[config.mk]
export PLATFORM = sky130hd
export DESIGN_NAME = change_dispenser
export DESIGN_NICKNAME = d
export VERILOG_FILES = /design/src/rtl/change_dispenser_pkg.sv /design/src/rtl/change_dispenser_coin_inventory.sv /design/src/rtl/change_dispenser.sv
export SDC_FILE = /design/constraint.sdc
export NUM_CORES = 1
export LEC_CHECK = 0
export ABC_AREA = 1
export ABC_CLOCK_PERIOD_IN_PS = 4700
export CORE_MARGIN = 3
export CORE_UTILIZATION = 45
export DETAILED_ROUTE_END_ITERATION = 12
export PLACE_DENSITY_LB_ADDON = 0.1
export SYNTH_ARGS = -nofsm -noshare
export SYNTH_HDL_FRONTEND = slang
export SYNTH_SLANG_ARGS = --single-unit
[constraint.sdc]
create_clock -name clk -period 4.7 [get_ports clk]
set_clock_uncertainty 0.2 [all_clocks]
set_input_delay 0.94 -clock clk [delete_from_list [all_inputs] [get_ports clk]]
set_output_delay 0.94 -clock clk [all_outputs]
set_load 0.05 [all_outputs]
[src/rtl/change_dispenser_pkg.sv]
// Shared definitions for the change dispenser: coin_sel / refill_sel
// denomination codes, error codes, FSM state encodings and a helper that
// maps a denomination code onto its coin value.
package change_dispenser_pkg;

    // Denomination codes, largest coin first so index order is greedy order
    localparam logic [1:0] SEL_50 = 2'd0;
    localparam logic [1:0] SEL_10 = 2'd1;
    localparam logic [1:0] SEL_5  = 2'd2;
    localparam logic [1:0] SEL_1  = 2'd3;

    // Error codes reported on err_code
    localparam logic [1:0] ERR_NONE     = 2'd0;
    localparam logic [1:0] ERR_UNDERPAY = 2'd1;
    localparam logic [1:0] ERR_SHORT    = 2'd2;
    localparam logic [1:0] ERR_JAM      = 2'd3;

    // FSM state encodings
    localparam logic [2:0] ST_IDLE     = 3'd0;
    localparam logic [2:0] ST_CALC     = 3'd1;
    localparam logic [2:0] ST_SELECT   = 3'd2;
    localparam logic [2:0] ST_DISPENSE = 3'd3;
    localparam logic [2:0] ST_DONE     = 3'd4;
    localparam logic [2:0] ST_ERROR    = 3'd5;

    // Coin value of a denomination code
    function automatic logic [31:0] denom_value(input logic [1:0] sel);
        logic [31:0] val;
        case (sel)
            SEL_50:  val = 32'd50;
            SEL_10:  val = 32'd10;
            SEL_5:   val = 32'd5;
            SEL_1:   val = 32'd1;
            default: val = 32'd1;
        endcase
        return val;
    endfunction

endpackage

[src/rtl/change_dispenser_coin_inventory.sv]
// Coin inventory: four saturating counters, one per denomination.
// Ports:
//   clk, reset        clock and synchronous active-high reset (counts -> INIT_CNT)
//   refill_i          add refill_cnt_i coins to denomination refill_sel_i (saturating)
//   refill_sel_i      denomination code of the refill
//   refill_cnt_i      number of coins to add
//   dec_i             remove one coin of denomination dec_sel_i
//   dec_sel_i         denomination code of the removed coin
//   nonzero_o         per-denomination "at least one coin in stock" flags
module change_dispenser_coin_inventory
    import change_dispenser_pkg::*;
#(
    parameter int CNT_W    = 8,
    parameter int INIT_CNT = 20
) (
    input  logic             clk,
    input  logic             reset,
    input  logic             refill_i,
    input  logic [1:0]       refill_sel_i,
    input  logic [CNT_W-1:0] refill_cnt_i,
    input  logic             dec_i,
    input  logic [1:0]       dec_sel_i,
    output logic [3:0]       nonzero_o
);

    logic [3:0][CNT_W-1:0] count_q;
    logic [3:0][CNT_W-1:0] count_d;

    // Add with clamp at the all-ones maximum instead of wrapping
    function automatic logic [CNT_W-1:0] sat_add(input logic [CNT_W-1:0] a,
                                                 input logic [CNT_W-1:0] b);
        logic [CNT_W:0] sum;
        sum = {1'b0, a} + {1'b0, b};
        if (sum[CNT_W]) begin
            return {CNT_W{1'b1}};
        end else begin
            return sum[CNT_W-1:0];
        end
    endfunction

    // Next-state of each counter; decrement is guarded so an empty slot never wraps
    always_comb begin
        count_d = count_q;
        for (int i = 0; i < 4; i++) begin
            if (dec_i && (dec_sel_i == 2'(i)) && (count_q[i] != {CNT_W{1'b0}})) begin
                count_d[i] = count_q[i] - {{(CNT_W-1){1'b0}}, 1'b1};
            end else if (refill_i && (refill_sel_i == 2'(i))) begin
                count_d[i] = sat_add(count_q[i], refill_cnt_i);
            end else begin
                count_d[i] = count_q[i];
            end
        end
    end

    // Counter registers
    always_ff @(posedge clk) begin
        if (reset) begin
            count_q <= {4{CNT_W'(INIT_CNT)}};
        end else begin
            count_q <= count_d;
        end
    end

    // Stock flags feed the greedy selector
    always_comb begin
        for (int i = 0; i < 4; i++) begin
            nonzero_o[i] = (count_q[i] != {CNT_W{1'b0}});
        end
    end

endmodule

[src/rtl/change_dispenser.sv]
// Change dispenser: computes change (total_money - cost) and pays it out one
// coin at a time to a hopper over a valid/ack handshake, greedy 50/10/5/1.
// Ports:
//   clk, reset            clock and synchronous active-high reset
//   start                 accept total_money/cost (IDLE only)
//   total_money, cost     32-bit unsigned amounts
//   coin_ack              hopper took the offered coin
//   err_clr               leave ERROR back to IDLE
//   refill, refill_sel,   add refill_cnt coins of one denomination (IDLE only)
//   refill_cnt
//   busy                  high outside IDLE
//   coin_valid, coin_sel  coin offered to the hopper and its denomination
//   change_left           change still owed
//   done                  one-cycle pulse when the change is fully paid
//   err, err_code         error state flag and cause (held until err_clr)
module change_dispenser
    import change_dispenser_pkg::*;
#(
    parameter int CNT_W    = 8,
    parameter int INIT_CNT = 20,
    parameter int ACK_TO   = 16
) (
    input  logic             clk,
    input  logic             reset,
    input  logic             start,
    input  logic [31:0]      total_money,
    input  logic [31:0]      cost,
    input  logic             coin_ack,
    input  logic             err_clr,
    input  logic             refill,
    input  logic [1:0]       refill_sel,
    input  logic [CNT_W-1:0] refill_cnt,
    output logic             busy,
    output logic             coin_valid,
    output logic [1:0]       coin_sel,
    output logic [31:0]      change_left,
    output logic             done,
    output logic             err,
    output logic [1:0]       err_code
);

    localparam int TO_W = $clog2(ACK_TO + 1);

    logic [2:0]      state_q, state_d;
    logic [31:0]     total_q, total_d;
    logic [31:0]     cost_q, cost_d;
    logic [31:0]     change_q, change_d;
    logic [1:0]      sel_q, sel_d;
    logic [1:0]      err_code_q, err_code_d;
    logic [TO_W-1:0] to_q, to_d;
    logic            busy_q, valid_q, done_q, err_q;

    logic [3:0]      nonzero_s;
    logic            pick_ok_s;
    logic [1:0]      pick_sel_s;
    logic            dec_s;
    logic            refill_ok_s;

    // Refills only land while idle
    assign refill_ok_s = refill && (state_q == ST_IDLE);

    change_dispenser_coin_inventory #(
        .CNT_W    (CNT_W),
        .INIT_CNT (INIT_CNT)
    ) u_inv (
        .clk          (clk),
        .reset        (reset),
        .refill_i     (refill_ok_s),
        .refill_sel_i (refill_sel),
        .refill_cnt_i (refill_cnt),
        .dec_i        (dec_s),
        .dec_sel_i    (sel_q),
        .nonzero_o    (nonzero_s)
    );

    // Greedy pick: scan small to large so the largest eligible coin wins
    always_comb begin
        pick_ok_s  = 1'b0;
        pick_sel_s = SEL_1;
        for (int i = 3; i >= 0; i--) begin
            if (nonzero_s[i] && (denom_value(2'(i)) <= change_q)) begin
                pick_ok_s  = 1'b1;
                pick_sel_s = 2'(i);
            end else begin
                pick_ok_s  = pick_ok_s;
            end
        end
    end

    // FSM next-state and datapath updates
    always_comb begin
        state_d    = state_q;
        total_d    = total_q;
        cost_d     = cost_q;
        change_d   = change_q;
        sel_d      = sel_q;
        err_code_d = err_code_q;
        to_d       = to_q;
        dec_s      = 1'b0;
        case (state_q)
            ST_IDLE: begin
                if (start) begin
                    total_d = total_money;
                    cost_d  = cost;
                    state_d = ST_CALC;
                end else begin
                    state_d = ST_IDLE;
                end
            end
            ST_CALC: begin
                if (total_q < cost_q) begin
                    change_d   = 32'd0;
                    err_code_d = ERR_UNDERPAY;
                    state_d    = ST_ERROR;
                end else begin
                    change_d = total_q - cost_q;
                    state_d  = ST_SELECT;
                end
            end
            ST_SELECT: begin
                if (change_q == 32'd0) begin
                    state_d = ST_DONE;
                end else if (pick_ok_s) begin
                    sel_d   = pick_sel_s;
                    to_d    = {TO_W{1'b0}};
                    state_d = ST_DISPENSE;
                end else begin
                    // Remainder stays visible on change_left as the unpaid amount
                    err_code_d = ERR_SHORT;
                    state_d    = ST_ERROR;
                end
            end
            ST_DISPENSE: begin
                if (coin_ack) begin
                    dec_s    = 1'b1;
                    change_d = change_q - denom_value(sel_q);
                    state_d  = ST_SELECT;
                end else if (to_q == TO_W'(ACK_TO - 1)) begin
                    // Coin offered for ACK_TO cycles with no taker: hopper jammed
                    err_code_d = ERR_JAM;
                    state_d    = ST_ERROR;
                end else begin
                    to_d = to_q + TO_W'(1);
                end
            end
            ST_DONE: begin
                state_d = ST_IDLE;
            end
            ST_ERROR: begin
                if (err_clr) begin
                    err_code_d = ERR_NONE;
                    change_d   = 32'd0;
                    state_d    = ST_IDLE;
                end else begin
                    state_d = ST_ERROR;
                end
            end
            default: begin
                state_d = ST_IDLE;
            end
        endcase
    end

    // State, datapath and registered status outputs
    always_ff @(posedge clk) begin
        if (reset) begin
            state_q    <= ST_IDLE;
            total_q    <= 32'd0;
            cost_q     <= 32'd0;
            change_q   <= 32'd0;
            sel_q      <= 2'd0;
            err_code_q <= ERR_NONE;
            to_q       <= {TO_W{1'b0}};
            busy_q     <= 1'b0;
            valid_q    <= 1'b0;
            done_q     <= 1'b0;
            err_q      <= 1'b0;
        end else begin
            state_q    <= state_d;
            total_q    <= total_d;
            cost_q     <= cost_d;
            change_q   <= change_d;
            sel_q      <= sel_d;
            err_code_q <= err_code_d;
            to_q       <= to_d;
            busy_q     <= (state_d != ST_IDLE);
            valid_q    <= (state_d == ST_DISPENSE);
            done_q     <= (state_d == ST_DONE);
            err_q      <= (state_d == ST_ERROR);
        end
    end

    assign busy        = busy_q;
    assign coin_valid  = valid_q;
    assign coin_sel    = sel_q;
    assign change_left = change_q;
    assign done        = done_q;
    assign err         = err_q;
    assign err_code    = err_code_q;

endmodule

# == Word level (Yosys, flattened, before mapping) ==
# Index checks and enable logic that the tools add are counted.
# classes
reduce_logical,38
magnitude_cmp,5
multipliers,0
muxes,48
n_eq_ne,23
add_sub_neg,11
div_mod_pow,0
n_bitwise,1
n_shift,0
# op_table
operator,count
$mux W32,5
$pmux W32 S4,1
$mux W8,12
$pmux W32 S3,1
$sub A32 B32 Y32,2
$add A8 B8 Y9,4
$le A1 B32 Y1 const A,1
$le A3 B32 Y1 const A,1
$le A4 B32 Y1 const A,1
$le A6 B32 Y1 const A,1
$logic_not A32 Y1,1
$lt A32 B32 Y1,1
$reduce_bool A8 Y1,4
$sub A8 B1 Y8 const B,4
$mux W5,4
$mux W3,6
$ne A2 B2 Y1 const B,9
$logic_and A1 B1 Y1,17
$mux W2,8
$pmux W3 S5,1
$pmux W5 S2,1
$reduce_bool A2 Y1,5
$eq A3 B2 Y1 const B,3
$eq A3 B3 Y1 const B,3
other kinds (16),30
# totals
wordCells,141
inputBits,80
rom_bits,0
mem_count,0
latch_bits,0
register_bits,144
ramBits,0
out_inout_bits,40

# == Longest topological paths before layout ==
# Gate-level depths: netlist (run 1).
# depth
word_depth,10
depth_mapped,18
mapped_depth_nobuf,18

# == By module ==
# Synthesis (run 1) repeated with hierarchy kept, for this count alone.
# hier_totals
cells_unflattened,1848
area_unflattened_um2,11511.0
# by_module_without_submodules
module,area_each_um2,seq_area_each_um2,instances,cells_per_inst
change_dispenser,7831.3,2242.2,1,1252
change_dispenser_coin_inventory,3679.8,640.6,1,596

# == Least setup slack after synthesis (run 1) ==
# OpenSTA, ideal clock, no wires.
# synth_timing
path_kind,register to register
start,"register sel_q[1], in the netlist coin_sel[1]"
end,"register change_q[31], in the netlist change_left[31]"
path_stages_with_launch,14
setup_slack_ns,1.809
required_time_ns,4.378
path_buffers,0
arrival_ns,2.569
cell_sequence,dfxtp_1 clkinv_1 nand2_1 ha_1 a21oi_1 o21ai_0 a21oi_1 inv_1 nor2_1 nand3_1 nand3_1 nand2_1 inv_1 a21oi_2
# synth_between
elab_chain_cells,7
# synth_lines
element,line_no,text
from (decl),change_dispenser.sv:48,"logic [1:0] sel_q, sel_d;"
from (signal assigned),change_dispenser.sv:183,sel_q <= sel_d;
"$eq A2 B2 Y1, or another cell as far along",change_dispenser_pkg.sv:29,case (sel)
$pmux W32 S4 *,change_dispenser_pkg.sv:29,
$mux W32 *,change_dispenser.sv:134,if (coin_ack) begin
$mux W32 *,change_dispenser.sv:100,case (state_q)
$sub A32 B32 Y32 *,change_dispenser.sv:136,change_d = change_q - denom_value(sel_q);
$mux W32 *,change_dispenser.sv:134,
$pmux W32 S3 *,change_dispenser.sv:100,
to (signal assigned),change_dispenser.sv:182,change_q <= change_d;
to (decl),change_dispenser.sv:47,"logic [31:0] change_q, change_d;"
# Mark *: on every way between the ends. The rest lies on a longest branch, timed or not. The select of a mux whose other input is x is not followed.
# A chain may end at the register's enable or synchronous reset.

# == Worst setup path after layout (run 1) ==
# layout_timing
start,input port refill_cnt[1]
end,register u_inv.count_q[10] in the netlist's numbering
# layout_between
elab_chain_cells,4
# layout_lines
element,line_no,text
from (decl),change_dispenser.sv:32,"input logic [CNT_W-1:0] refill_cnt,"
$add A8 B8 Y9,change_dispenser_coin_inventory.sv:33,"sum = {1'b0, a} + {1'b0, b};"
$mux W8,change_dispenser_coin_inventory.sv:34,if (sum[CNT_W]) begin
$mux W8,change_dispenser_coin_inventory.sv:47,end else if (refill_i && (refill_sel_i == 2'(i))) begin
$mux W8,change_dispenser_coin_inventory.sv:45,if (dec_i && (dec_sel_i == 2'(i)) && (count_q[i] != {CNT_W{1'b0}})) begin
to (signal assigned),change_dispenser_coin_inventory.sv:58,count_q <= {4{CNT_W'(INIT_CNT)}};
to (signal assigned),change_dispenser_coin_inventory.sv:60,count_q <= count_d;
to (decl),change_dispenser_coin_inventory.sv:26,logic [3:0][CNT_W-1:0] count_q;
# Every way passes these cells. The select of a mux whose other input is x is not followed.

==> results of run 1 <==
## worst paths after layout
path                            start                        endpoint  slack (ps)  cells after the start
max                     refill_cnt[1]  u_inv.count_q[10]$_SDFFE_PP1P_        1420                      8
min            cost_q[6]$_SDFFE_PP0P_          cost_q[6]$_SDFFE_PP0P_         260                      2
max reg2reg  coin_sel[1]$_SDFFE_PP0P_    change_left[23]$_SDFFE_PP0P_        1560                     12
min reg2reg    cost_q[6]$_SDFFE_PP0P_          cost_q[6]$_SDFFE_PP0P_         260                      2
## stage by stage
step / instances / hold slack [ps] / utilization [%] / area (um^2)
floorplan: 1664 / 233 / - / 11000
global placement: 2067 / 249 / 52.4 / 12500
detailed placement: 2067 / 256 / 52.4 / 12500
CTS: 2099 / 265 / 54.9 / 13000
global route: 2099 / 287 / 54.9 / 13000
finish: 2099 / 262 / 54.9 / 13000
## placed cells by master, fill, tap and decap left out, types with 17 or more instances in the layout
| cell type | synthesis | final |
|---|---|---|
| dfxtp_1 | 144 | 144 |
| inv_1 | 189 | 188 |
| nand4_1 | 19 | 19 |
| nor3_1 | 22 | 22 |
| xor2_1 | 37 | 37 |
| nand2_1 | 363 | 363 |
| o21ai_0 | 117 | 117 |
| ha_1 | 80 | 80 |
| nand3_1 | 85 | 84 |
| a21oi_1 | 190 | 190 |
| clkbuf_16 | 0 | 17 |
| o21ai_1 | 22 | 22 |
| nor2_1 | 154 | 154 |
| clkdlybuf4s50_1 | 0 | 118 |
| a31oi_1 | 30 | 30 |
## Yosys cell counts (all sizes together)
library cell  instances  area [um^2]
nand2               380         1500
inv                 203          772
a21oi               196         1030
nor2                169          696
dfxtp               144         2880
o21ai               139          696
nand3                95          548
ha                   80         1000
xor2                 37          324
clkbuf               32          120
a31oi                30          188
nor3                 25          140
nand4                21          153
xnor2                16          140
o221ai               12          105
nand3b               10         75.1
o21a                 10         75.1
buf                   9         66.3
or2                   7         43.8
a211oi                6         50.1
fa                    6          120
o211ai                5         37.5
o22ai                 5         31.3
a21o                  4         30.0
and2                  4         25.0
o21bai                4         30.0
nor3b                 3         27.5
o31ai                 3         22.5
a21boi                2         15.0
nor4                  2         18.8
a221oi                1         8.76
a31o                  1         8.76
and3                  1         6.26
clkinv                1         3.75
or3                   1         11.3
## routing by layer
metal | up-vias | track usage, % | part of all wire, %
li1 | 5779 | - | -
met1 | 5128 | 37.4 | 49
met2 | 350 | 38.5 | 43
met3 | 31 | 3.41 | 6.7
met4 | 0 | 5.97 | 1.3
met5 | - | 0 | 0
## state kept, by name (all words and copies together), names as in the netlist
register / count
change_left: 32
cost_q: 32
total_q: 32
u_inv.count_q: 32
to_q: 5
state_q: 3
coin_sel: 2
err_code: 2
busy: 1
coin_valid: 1
done: 1
err: 1
## power by group
group | internal, W | switching [W] | leakage (nW)
registers | 0.00158 | 0.000352 | 1.18
logic | 0.00191 | 0.00406 | 4.24
clock network | 0.000815 | 0.000567 | 0.280
total | 0.00431 | 0.00498 | 5.70
## cell type report
class | instances | area, um^2 | area share [%]
clock buffer | 21 | 460 | 3.53
clock inverter | 11 | 131 | 1.01
inverter | 204 | 776 | 5.94
multi-input combinational | 1275 | 7170 | 54.9
sequential | 144 | 2880 | 22.1
tap | 319 | 399 | 3.06
timing repair buffer | 125 | 1230 | 9.44
## logic make-up (layout without fill, tap and decap cells)
group / count (synthesis) / after routing / synth area share, %
simple gates: 718 / 718 / 29.5
compound gates: 418 / 418 / 21.1
buf+inv: 245 / 361 / 8.75
flops: 144 / 144 / 26.2
fa+ha+maj: 86 / 86 / 10.2
xor+xnor: 53 / 53 / 4.22
## critical path: cells and delay by family
family                   cells  cell delay, ps
AND/OR/NAND/NOR              2             370
AO/OA/AOI/OAI                3             830
buffers and inverters        2             810
adder cells (fa/ha/maj)      1             490
==> results.sh, run 1 <==
export IMPL_gp_congestion=0.964
export IMPL_antenna_cells=0
export IMPL_ctsHoldBuffers=0
export IMPL_ctsResizeCount=0
export IMPL_p_total_w=0.00928
export IMPL_io_buffers=119
export IMPL_setup_tns_final_ps=0
export IMPL_num_rows=56
export IMPL_clk_pin_slew_worst_paths_ps=60
export IMPL_fillers=2385
export IMPL_worstSkewPairLatency_ps=430
export IMPL_timing_fmax_mhz=305
export IMPL_ys_seq_elements=144
export IMPL_ioPinCount=120
export IMPL_max_stage_delay_ps=600
export IMPL_cp_required_ps=4860
export IMPL_synth_seq_area_share_pct=26.2
export IMPL_synth_area_per_cell_um2=6.61
export IMPL_post_route_period_util_pct=69.8
export IMPL_status="complete, no violations"
export IMPL_crit_type="in -> reg"
export IMPL_first_pass_iters=5
export IMPL_hold_viol=0
export IMPL_drcViolationCount=0
export IMPL_vias_per_cell=5.38
export IMPL_slowest_stage="clkdlybuf4s50_1"
export IMPL_routed_wl_mm=33.4
export IMPL_chipHeight_um=162
export IMPL_dieArea_mm2=0.0264
export IMPL_holdCritPathClass="reg -> reg"
export IMPL_tightest_slew_ps=876
export IMPL_synthesis_area_mm2=0.0110
export IMPL_slew_headroom_pct=41.6
export IMPL_power_leakage_nw=5.70
export IMPL_hpwlAfterDp_mm=25.8
export IMPL_syn2layout_area_growth_pct=18.6
export IMPL_drive_gt1_share_pct=6.57
export IMPL_setup_ws_ps=1420
export IMPL_coreArea_mm2=0.0238
export IMPL_cp_start_kind="input pin"
export IMPL_p_per_area_mw_per_mm2=711
export IMPL_crit_chain="clkdlybuf4s50_1 > inv_1 > fa_1 > o21ai_0 > a21boi_0 > nand2_1 > o221ai_1 > nand3_1"
export IMPL_grt_pass1_wl_mm=53.6
export IMPL_syn_nets=1830
export IMPL_overflow=0
export IMPL_synthCells=1664
export IMPL_period_needed_ps=3280
export IMPL_cts_max_level=4
export IMPL_crit_arrival_ps=3440
export IMPL_cts_buffers=17
export IMPL_setup_viol=0
export IMPL_grt_pass1_vias=10400
export IMPL_worstSetupEndpointType="flop"
export IMPL_antenna_found_initial=0
export IMPL_synth_cell_types=59
export IMPL_initial_core_util_pct=46.3
export IMPL_wl_per_cell_um=15.9
export IMPL_ctsRootBufferMaster="clkbuf_16"
export IMPL_slew_viol_final=0
export IMPL_cts_tree="done"
export IMPL_cts_buffer_depth=2
export IMPL_clock_sinks=144
export IMPL_via_count=11300
export IMPL_finalNetCount=1933
export IMPL_grt_usage_pct=25.1
export IMPL_cp_max_fo=6
export IMPL_grt_max_degree=97
export IMPL_ir_drop_v=0.000329
export IMPL_rsz0062_at_grt="no"
export IMPL_postCtsSetupBuffers=0
export IMPL_yosys_warnings=0
export IMPL_ant_nets=0
export IMPL_die_w_um=162
export IMPL_maxCapViolCount=0
export IMPL_pre_cts_ws_ps=1020
export IMPL_drtIter0Drc=931
No activity file was read; power rests on OpenSTA's default activity.
==> run 2: changes to the inputs <==
- ABC_CLOCK_PERIOD_IN_PS: 4700 -> 3100
- clock period: 4.7 -> 3.1 ns (I/O delays scaled with it)
==> results.sh, run 2 (synthesized netlist as in run 1, its figures left out) <==
export IMPL_drcViolationCount=0
export IMPL_setup_viol=0
export IMPL_ctsResizeCount=0
export IMPL_cpMostUsedCell="inv_1"
export IMPL_grt_pass1_wl_mm=54.2
export IMPL_slew_headroom_pct=53.8
export IMPL_clk_pin_slew_worst_paths_ps=70
export IMPL_grt_usage_pct=25.5
export IMPL_cts_buffers=17
export IMPL_ant_nets=0
export IMPL_ir_drop_v=0.000548
export IMPL_r2r_cells=14
export IMPL_wl_per_cell_um=15.9
export IMPL_slowest_stage="clkdlybuf4s50_1"
export IMPL_crit_arrival_ps=2950
export IMPL_cp_required_ps=3260
export IMPL_place_inst=2084
export IMPL_post_route_period_util_pct=90.0
export IMPL_ioPinCount=120
export IMPL_ctsHoldBuffers=0
export IMPL_worstSkewPairLatency_ps=430
export IMPL_power_leakage_nw=5.79
export IMPL_postCtsSetupBuffers=0
export IMPL_coreArea_mm2=0.0238
export IMPL_status="complete, no violations"
export IMPL_die_w_um=162
export IMPL_grt_max_degree=97
export IMPL_rsz0062_at_grt="no"
export IMPL_cp_start_kind="input pin"
export IMPL_overflow=0
export IMPL_antenna_found_initial=0
export IMPL_dieArea_mm2=0.0264
export IMPL_cts_max_level=4
export IMPL_hpwlAfterDp_mm=26.4
export IMPL_cts_buffer_depth=2
export IMPL_ctsRootBufferMaster="clkbuf_16"
export IMPL_design_area_mm2=0.0132
export IMPL_gp_congestion=0.941
export IMPL_timing_fmax_mhz=358
export IMPL_cp_max_fo=4
export IMPL_antenna_cells=0
export IMPL_tightest_slew_ps=693
export IMPL_clock_sinks=144
export IMPL_final_common_cell="nand2_1"
export IMPL_slew_viol_final=0
export IMPL_crit_chain="clkdlybuf4s50_1 > ha_1 > inv_1 > fa_1 > o21ai_0 > nand2_1 > and2_1 > inv_1 > nor2_1 > inv_1 > o22ai_1 > a21oi_1"
export IMPL_via_count=11200
export IMPL_worstSetupEndpointType="flop"
export IMPL_num_rows=56
export IMPL_holdCritPathClass="reg -> reg"
export IMPL_hold_viol=0
export IMPL_chipHeight_um=162
export IMPL_setup_tns_final_ps=0
export IMPL_period_needed_ps=2790
export IMPL_maxCapViolCount=0
export IMPL_finalNetCount=1950
export IMPL_routed_wl_mm=33.7
export IMPL_crit_start="refill_cnt[0]"
export IMPL_p_per_area_mw_per_mm2=1080
export IMPL_cp_endpoint="u_inv.count_q[19]$_SDFFE_PP0P_"
export IMPL_initial_core_util_pct=46.3
export IMPL_crit_type="in -> reg"
export IMPL_grt_pass1_vias=10500
export IMPL_vias_per_cell=5.32
export IMPL_cts_tree="done"
export IMPL_dpl_instance_area_mm2=0.0126
export IMPL_syn2layout_area_growth_pct=19.9
export IMPL_fin_cells=2115
export IMPL_final_cell_mix="nand2_1 (363), a21oi_1 (190), inv_1 (188)"
export IMPL_max_stage_delay_ps=580
export IMPL_r2r_end="change_left[26]$_SDFFE_PP0P_"
export IMPL_io_buffers=119
export IMPL_drtIter0Drc=845
export IMPL_drive_gt1_share_pct=7.46
export IMPL_reg2reg_slack_ps=310
export IMPL_first_pass_iters=5
export IMPL_r2r_start="coin_sel[1]$_SDFFE_PP0P_"
==> run 2: cell count changes in the layout (fill, tap and decap cells not counted), sizes merged <==
cell | previous run | this run
buf | 7 | 24
clkbuf | 21 | 19
clkinv | 5 | 6
clkinvlp | 3 | 2
inv | 205 | 206
==> run 2: cell type report <==
class	instances	area, um^2
clock buffer	19	443
multi-input combinational	1275	7170
inverter	204	776
clock inverter	12	134
tap	319	399
timing repair buffer	142	1380
sequential	144	2880
fill	2421	10600
==> run 2: worst min-delay path by stage <==
stage,start,end,slack [ps],depth (start not counted)
after floorplan,cost_q[10]$_SDFFE_PP0P_,cost_q[10]$_SDFFE_PP0P_,230,2
after global placement,cost_q[29]$_SDFFE_PP0P_,cost_q[29]$_SDFFE_PP0P_,250,2
after detailed placement,cost_q[29]$_SDFFE_PP0P_,cost_q[29]$_SDFFE_PP0P_,250,2
after CTS,cost_q[29]$_SDFFE_PP0P_,cost_q[29]$_SDFFE_PP0P_,260,2
after global routing,cost_q[5]$_SDFFE_PP0P_,cost_q[5]$_SDFFE_PP0P_,280,2
final,cost_q[23]$_SDFFE_PP0P_,cost_q[23]$_SDFFE_PP0P_,260,2
==> run 2: routing by layer <==
layer / track usage (%) / part of all wire [%] / up-vias / routed length, um
met2: 39.3 / 43 / 297 / 14500
met1: 37.9 / 50 / 5111 / 16900
li1: - / - / 5812 / -
met3: 3.28 / 5.4 / 29 / 1830
met4: 5.66 / 1.3 / 0 / 421
met5: 0 / 0 / - / 0
==> run 2: metrics by stage <==
step | hold slack, ps | setup slack (ps) | total power (W) | utilization (%)
2_1_floorplan | 233 | 209 | 0.00952 | -
3_5_place_dp | 253 | -84.7 | 0.0120 | 53.1
3_3_place_gp | 249 | -19.8 | 0.0120 | 53.1
6_report | 262 | 309 | 0.0142 | 55.5
4_1_cts | 262 | 329 | 0.0141 | 55.5
5_1_grt | 283 | 26.0 | 0.0154 | 55.5
==> run 2: critical path, delay by kind of cell <==
kind / cells / cell delay (ps)
buf+inv: 4 / 850
fa+ha+maj: 2 / 600
compound gates: 3 / 570
simple gates: 3 / 320
==> run 2: power breakdown <==
part           total, W  switching [W]  internal (W)  leakage (nW)
clock           0.00206       0.000855       0.00121         0.280
combinational   0.00919        0.00620       0.00299          4.33
sequential      0.00293       0.000538       0.00239          1.18
total            0.0142        0.00759       0.00658          5.79
